<file path="src/rtl/imem_boot_loader_pkg.sv">
// Shared constants for the instruction-memory boot loader.
// Frame: LEN_LO, LEN_HI, 4*N data bytes, XOR checksum byte.
package imem_boot_loader_pkg;

    localparam int LEN_W = 16;
    localparam int CPU_W = 32;

    localparam logic [2:0] BOOT_ST_IDLE   = 3'd0;
    localparam logic [2:0] BOOT_ST_LEN_LO = 3'd1;
    localparam logic [2:0] BOOT_ST_LEN_HI = 3'd2;
    localparam logic [2:0] BOOT_ST_DATA   = 3'd3;
    localparam logic [2:0] BOOT_ST_CSUM   = 3'd4;
    localparam logic [2:0] BOOT_ST_DONE   = 3'd5;
    localparam logic [2:0] BOOT_ST_ERR    = 3'd6;

    function automatic logic st_rx(input logic [2:0] st);
        return (st == BOOT_ST_LEN_LO) || (st == BOOT_ST_LEN_HI) ||
               (st == BOOT_ST_DATA)   || (st == BOOT_ST_CSUM);
    endfunction

endpackage

</file>
<file path="src/rtl/imem_boot_loader_if.sv">
// Byte-stream valid/ready channel feeding the boot loader.
// master = byte source, slave = loader.
interface imem_boot_loader_if;

    logic       in_valid;
    logic [7:0] in_data;
    logic       in_ready;

    modport master (
        output in_valid,
        output in_data,
        input  in_ready
    );

    modport slave (
        input  in_valid,
        input  in_data,
        output in_ready
    );

endinterface

</file>
<file path="src/rtl/imem_boot_loader_packer.sv">
// Little-endian byte-to-word packer with a registered
// one-cycle instruction-memory write strobe.
module boot_word_packer
    import imem_boot_loader_pkg::*;
#(
    parameter int ADDR_W = 10
) (
    input  logic              clk,
    input  logic              rst,
    input  logic              clr,
    input  logic              byte_vld,
    input  logic [7:0]        byte_in,
    output logic              word_fire,
    output logic              imem_we,
    output logic [ADDR_W-1:0] imem_waddr,
    output logic [CPU_W-1:0]  imem_wdata,
    output logic [ADDR_W:0]   word_idx
);

    logic [1:0]  bidx;
    logic [23:0] shreg;

    assign word_fire = byte_vld & (bidx == 2'd3);

    always_ff @(posedge clk) begin
        if (rst) begin
            bidx       <= '0;
            shreg      <= '0;
            word_idx   <= '0;
            imem_we    <= 1'b0;
            imem_waddr <= '0;
            imem_wdata <= '0;
        end else begin
            imem_we <= 1'b0;
            if (clr) begin
                bidx     <= '0;
                shreg    <= '0;
                word_idx <= '0;
            end else if (byte_vld) begin
                bidx <= bidx + 2'd1;
                if (bidx == 2'd3) begin
                    imem_we    <= 1'b1;
                    imem_waddr <= word_idx[ADDR_W-1:0];
                    imem_wdata <= {byte_in, shreg};
                    word_idx   <= word_idx + 1'b1;
                end else begin
                    // earlier bytes slide down toward bit 0
                    shreg <= {byte_in, shreg[23:8]};
                end
            end
        end
    end

endmodule

</file>
<file path="src/rtl/imem_boot_loader.sv">
// Boot loader: writes a length/checksum framed image into
// instruction memory and holds the core in reset until verified.
module imem_boot_loader
    import imem_boot_loader_pkg::*;
#(
    parameter int ADDR_W = 10
) (
    input  logic                clk,
    input  logic                rst,
    input  logic                start,
    imem_boot_loader_if.slave   bs,
    output logic                imem_we,
    output logic [ADDR_W-1:0]   imem_waddr,
    output logic [CPU_W-1:0]    imem_wdata,
    output logic                cpu_rstn,
    output logic                done,
    output logic                err,
    output logic [LEN_W-1:0]    words_loaded
);

    localparam logic [LEN_W:0] DEPTH = (LEN_W+1)'(2**ADDR_W);

    logic [2:0]       state;
    logic [LEN_W-1:0] len;
    logic [7:0]       csum;
    logic             xfer;
    logic             start_ok;
    logic             byte_vld;
    logic             word_fire;
    logic             last_word;
    logic             len_bad;
    logic [LEN_W-1:0] n_hdr;
    logic [ADDR_W:0]  word_idx;

    assign bs.in_ready = st_rx(state);
    assign xfer        = bs.in_valid & bs.in_ready;
    assign start_ok    = start & ((state == BOOT_ST_IDLE) ||
                                  (state == BOOT_ST_DONE) ||
                                  (state == BOOT_ST_ERR));
    assign byte_vld    = xfer & (state == BOOT_ST_DATA);

    assign n_hdr   = {bs.in_data, len[7:0]};
    assign len_bad = (n_hdr == '0) || ({1'b0, n_hdr} > DEPTH);

    assign words_loaded = LEN_W'(word_idx);
    // word_idx still holds the pre-increment count here
    assign last_word = word_fire &&
                       (words_loaded + LEN_W'(1) == len);

    assign done     = (state == BOOT_ST_DONE);
    assign err      = (state == BOOT_ST_ERR);
    assign cpu_rstn = (state == BOOT_ST_DONE);

    always_ff @(posedge clk) begin
        if (rst) begin
            state <= BOOT_ST_IDLE;
            len   <= '0;
            csum  <= '0;
        end else if (start_ok) begin
            state <= BOOT_ST_LEN_LO;
            len   <= '0;
            csum  <= '0;
        end else if (xfer) begin
            unique case (state)
                BOOT_ST_LEN_LO: begin
                    len[7:0] <= bs.in_data;
                    state    <= BOOT_ST_LEN_HI;
                end
                BOOT_ST_LEN_HI: begin
                    len   <= n_hdr;
                    state <= len_bad ? BOOT_ST_ERR : BOOT_ST_DATA;
                end
                BOOT_ST_DATA: begin
                    csum <= csum ^ bs.in_data;
                    if (last_word)
                        state <= BOOT_ST_CSUM;
                end
                BOOT_ST_CSUM: begin
                    state <= (bs.in_data == csum) ?
                             BOOT_ST_DONE : BOOT_ST_ERR;
                end
                default: ;
            endcase
        end
    end

    boot_word_packer #(
        .ADDR_W (ADDR_W)
    ) u_packer (
        .clk        (clk),
        .rst        (rst),
        .clr        (start_ok),
        .byte_vld   (byte_vld),
        .byte_in    (bs.in_data),
        .word_fire  (word_fire),
        .imem_we    (imem_we),
        .imem_waddr (imem_waddr),
        .imem_wdata (imem_wdata),
        .word_idx   (word_idx)
    );

endmodule

</file>
<file path="src/flat_wrapper.sv">
// flat-port wrapper written by rule: the top's interface ports become plain ports
module imem_boot_loader_flat import imem_boot_loader_pkg::*;
#(
    parameter int ADDR_W = 10
)
  (clk, rst, start, imem_we, imem_waddr, imem_wdata, cpu_rstn, done, err, words_loaded, bs_in_valid, bs_in_data, bs_in_ready);
  imem_boot_loader_if bs_i ();
  input  logic clk;
  input  logic rst;
  input  logic start;
  output logic imem_we;
  output logic [ADDR_W-1:0] imem_waddr;
  output logic [CPU_W-1:0] imem_wdata;
  output logic cpu_rstn;
  output logic done;
  output logic err;
  output logic [LEN_W-1:0] words_loaded;
  input wire logic [$bits(bs_i.in_valid)-1:0] bs_in_valid;
  input wire logic [$bits(bs_i.in_data)-1:0] bs_in_data;
  output wire logic [$bits(bs_i.in_ready)-1:0] bs_in_ready;
  assign bs_i.in_valid = bs_in_valid;
  assign bs_i.in_data = bs_in_data;
  assign bs_in_ready = bs_i.in_ready;
  imem_boot_loader #(.ADDR_W(ADDR_W)) u_core (.clk(clk), .rst(rst), .start(start), .bs(bs_i), .imem_we(imem_we), .imem_waddr(imem_waddr), .imem_wdata(imem_wdata), .cpu_rstn(cpu_rstn), .done(done), .err(err), .words_loaded(words_loaded));
endmodule
</file>
<file path="config.mk">
export PLATFORM = sky130hd
export DESIGN_NAME = imem_boot_loader_flat
export DESIGN_NICKNAME = d
export VERILOG_FILES = /design/src/rtl/imem_boot_loader_pkg.sv /design/src/rtl/imem_boot_loader_if.sv /design/src/rtl/imem_boot_loader_packer.sv /design/src/rtl/imem_boot_loader.sv /design/src/flat_wrapper.sv
export SDC_FILE = /design/constraint.sdc
export NUM_CORES = 1
export LEC_CHECK = 0
export ABC_AREA = 1
export BUFFER_PORTS_ARGS = -buffer_cell sky130_fd_sc_hd__buf_2
export CAP_MARGIN = 20
export CORE_AREA = 2 2 140 142
export CTS_CLUSTER_SIZE = 25
export DETAILED_ROUTE_END_ITERATION = 8
export DIE_AREA = 0 0 142 144
export SYNTH_ARGS = -nofsm -noshare
export SYNTH_HDL_FRONTEND = slang
export SYNTH_SLANG_ARGS = --single-unit
</file>
<file path="constraint.sdc">
create_clock -name clk -period 1.65 [get_ports clk]
set_clock_uncertainty 0.05 [all_clocks]
set_input_delay 0.495 -clock clk [delete_from_list [all_inputs] [get_ports clk]]
set_output_delay 0.495 -clock clk [all_outputs]
set_load 0.005 [all_outputs]
</file>
==> impl_metrics.py <==
metrics = {
    "detailed_routing": {
        "wire_per_inst_um": 13.9,
        "dr.first_iter.drc_count": 258,
        "drt_wl_total_mm": 14.6,
        "drt_first_pass_iters": 5,
        "vias_per_cell": 4.53,
        "antenna_violating_nets_post_route": 0,
        "drc": 0,
        "routed-via-count": 4757,
    },
    "setup_path": {
        "rr_endpoint": "u_core.state[2]",
        "regToRegSetupSlack_ns": -0.18,
        "critical-path-max-stage-delay_ns": 0.37,
        "r2r_start": "u_core.u_packer.word_idx[0]",
        "cp.buffers_inverters": 3,
        "reg2reg_depth": 13,
        "critPathLaunch": "u_core.state[0]",
        "crit_required_ns": 1.10,
        "total_number_of_cells_along_the_worst_setup_path": 5,
        "end_kind": "primary output",
        "setup.worst_path.start_class": "register",
        "worstPathCellList": "buf_6 > nor3_4 > inv_2 > nand2_2 > buf_2",
        "worstSetupPathType": "reg2out",
        "path_delay_family": "flip-flops",
        "worst_setup_ep": "bs_in_ready",
        "critical_path_top_delay_cell": "dfxtp_4",
        "arrival_ns": 1.29,
        "crit_path_max_fanout": 3,
    },
    "global_routing": {
        "first_global_vias": 4056,
        "grt.met2_usage": 0.207,
        "number_of_antenna_violations_at_the_first_check_in_global_routing": 0,
        "use_met1": 0.178,
        "global_route.usage.met3": 0.0228,
        "grt_max_degree": 39,
        "global_route_wire_length_before_repair_mm": 20.9,
        "global_route.usage.total": 0.129,
        "grt-ovfl-total": 0,
        "global_route.peak_usage_layer": "met2",
    },
    "timing": {
        "post-route-worst-setup-slack_ns": -0.182,
        "rsz0062_at_grt": "yes",
        "number_of_endpoints_with_negative_hold_slack_in_the_final_report": 0,
        "drv_slew": 0,
        "timing.final.setup_violations": 55,
        "final.min_clock_period_ns": 1.83,
        "final.period_utilization": 1.11,
        "maxClockFrequency_mhz": 546,
    },
    "clock_tree": {
        "clk_root_buffer_cell": "clkbuf_16",
        "cts_tree": "yes",
        "cts-root-to-sink-buffers": 2,
        "cts_sinks": 107,
        "clk-insertion-delay-late_ns": 0.35,
        "cts_buffers": 9,
        "holdBufCountCts": 0,
        "ctsHtreeMaxLevel": 3,
        "clk_transition_reported_paths_ns": 0.08,
    },
    "power": {
        "power_density_nw_per_um2": 761,
        "vdd.ir_drop.worst_mv": 0.491,
        "p_leak_nw": 3.05,
        "p_total_mw": 5.27,
    },
    "min_path": {
        "worstHoldPathType": "in2reg",
    },
    "floorplan": {
        "design.die.area_um2": 20400,
        "initial_utilization": 0.243,
        "io_pins": 75,
        "overall_die_width_um": 142,
        "core-area_um2": 19100,
        "die_h_um": 144,
        "std_cell_rows": 51,
    },
    "run": {
        "cap_viol_max_count": 0,
    },
    "run_status": {
        "failed_checks": "negative setup slack",
        "status": "finished with violations",
    },
    "synth": {
        "synthesis.area_per_instance_um2": 7.29,
        "yosys_warnings": 0,
        "synth_seq_area_share": 0.461,
        "syn_area_um2": 4640,
        "synthDistinctLibCells": 32,
        "postSynthRegisterBits": 107,
        "number_of_instances_in_the_synthesized_netlist": 637,
    },
    "placed_design": {
        "dpl_worst_slack_ns": -0.173,
        "dp.final_hpwl_mm": 9.96,
        "place.port_buffers": 69,
        "gp_congestion": 0.850,
    },
    "cells_and_area": {
        "drive_gt1_frac": 0.384,
        "register_area_um2": 2160,
        "layout-area-overhead-vs-synth_pct": 49.0,
        "fill_cells": 1958,
        "antenna-diode-count": 0,
        "area_occupied_by_multi_input_gates_um2": 2450,
        "final_net_count": 823,
        "final_core_util": 0.363,
    },
}
==> metrics by stage <==
stage	area (um2)	cells	hold WS [ns]	setup TNS, ns
after floorplan	4670	641	0.391	0
after global placement	5860	1001	0.400	-3.36
after detailed placement	5860	1001	0.399	-3.64
after CTS	6310	1024	0.388	-4.61
after global routing	6920	1050	0.404	-9.95
final	6920	1050	0.398	-4.70
==> worst min-delay path, cell delays in order <==
cell and delay (ns):
buf_2 0.10, buf_4 0.14, a21oi_2 0.03
==> cell usage after synthesis, drive strengths merged <==
cell type | instances | area share
inv | 46 | 0.037
xnor2 | 9 | 0.017
nand3 | 51 | 0.058
a31oi | 3 | 0.0040
buf | 20 | 0.025
o21ai | 59 | 0.064
conb | 1 | 0.00081
nand3b | 2 | 0.0032
nor2 | 97 | 0.087
or2 | 1 | 0.0013
a211oi | 2 | 0.0032
a21oi | 76 | 0.083
o41ai | 1 | 0.0019
ha | 2 | 0.0054
o21bai | 2 | 0.0032
nand4 | 13 | 0.018
dfxtp | 107 | 0.46
nand2 | 120 | 0.10
o311ai | 1 | 0.0035
clkbuf | 17 | 0.014
nor3 | 7 | 0.0086
==> power breakdown <==
part           total [mW]  switching (mW)  internal (mW)
Combinational       0.602           0.313          0.289
Clock                2.06            1.02           1.04
Sequential           2.61          0.0154           2.59
==> how the worst min path moves through the flow <==
stage                                        start                  endpoint  slack (ns)  cells past startpoint
after detailed placement  u_core.u_packer.shreg[0]  u_core.u_packer.shreg[0]        0.40                      2
after global routing                           rst           u_core.state[0]        0.40                      3
final                                          rst           u_core.state[0]        0.40                      3
after floorplan                     u_core.len[13]            u_core.len[13]        0.39                      2
after global placement    u_core.u_packer.shreg[1]  u_core.u_packer.shreg[1]        0.40                      2
after CTS                                      rst           u_core.state[0]        0.39                      3
==> final cells by class <==
class	count	area share
timing repair buffer	193	0.222
timing repair inverter	1	0.00109
clock buffer	9	0.0326
clock inverter	5	0.00651
multi-input combinational	451	0.355
tap	238	0.0430
inverter	46	0.0273
sequential	107	0.313
==> cell usage in the layout, fill, tap and decap left out, types with 4 or more instances in the layout <==
cell type / instances
nand2_1: 98
dfxtp_1: 97
buf_4: 91
buf_2: 70
nor2_1: 69
a21oi_1: 65
o21ai_0: 52
nand3_1: 41
inv_1: 37
nor2_2: 22
nand2_2: 18
buf_6: 17
clkbuf_16: 14
nand4_1: 13
a21oi_2: 11
nand3_2: 9
xnor2_1: 9
buf_12: 7
dfxtp_2: 6
inv_4: 5
nor2_4: 5
conb_1: 5
nand2_4: 4
o21ai_2: 4
dfxtp_4: 4
==> routing by layer <==
metal	routed length (um)	vias up
met1	6930	2202
met5	0	-
met3	487	16
li1	-	2444
met4	235	0
met2	6940	95
==> registers in the layout, indices dropped and copies added (netlist names) <==
signal                      cells
u_core.u_packer.bidx            2
u_core.u_packer.imem_wdata     32
u_core.u_packer.shreg          24
u_core.u_packer.imem_waddr     10
u_core.u_packer.word_idx       11
u_core.state                    3
u_core.u_packer.imem_we         1
u_core.len                     16
u_core.csum                     8
==> repair_timing <==
action,CTS,global route
pin swaps,18,37
cloned,0,9
gates resized for setup,36,107
setup endpoints to repair,73,111
setup buffers,10,19
==> cells by family (layout without fill, tap and decap cells) <==
group,Yosys count,after routing,share of synthesized area
flip-flops,107,107,0.461
adder cells (fa/ha/maj),2,2,0.00539
AND/OR/NAND/NOR,291,291,0.277
AO/OA/AOI/OAI,144,144,0.162
other,1,5,0.000808
XOR/XNOR,9,9,0.0170
buffers and inverters,83,254,0.0763
No activity file was read; power rests on OpenSTA's default activity.
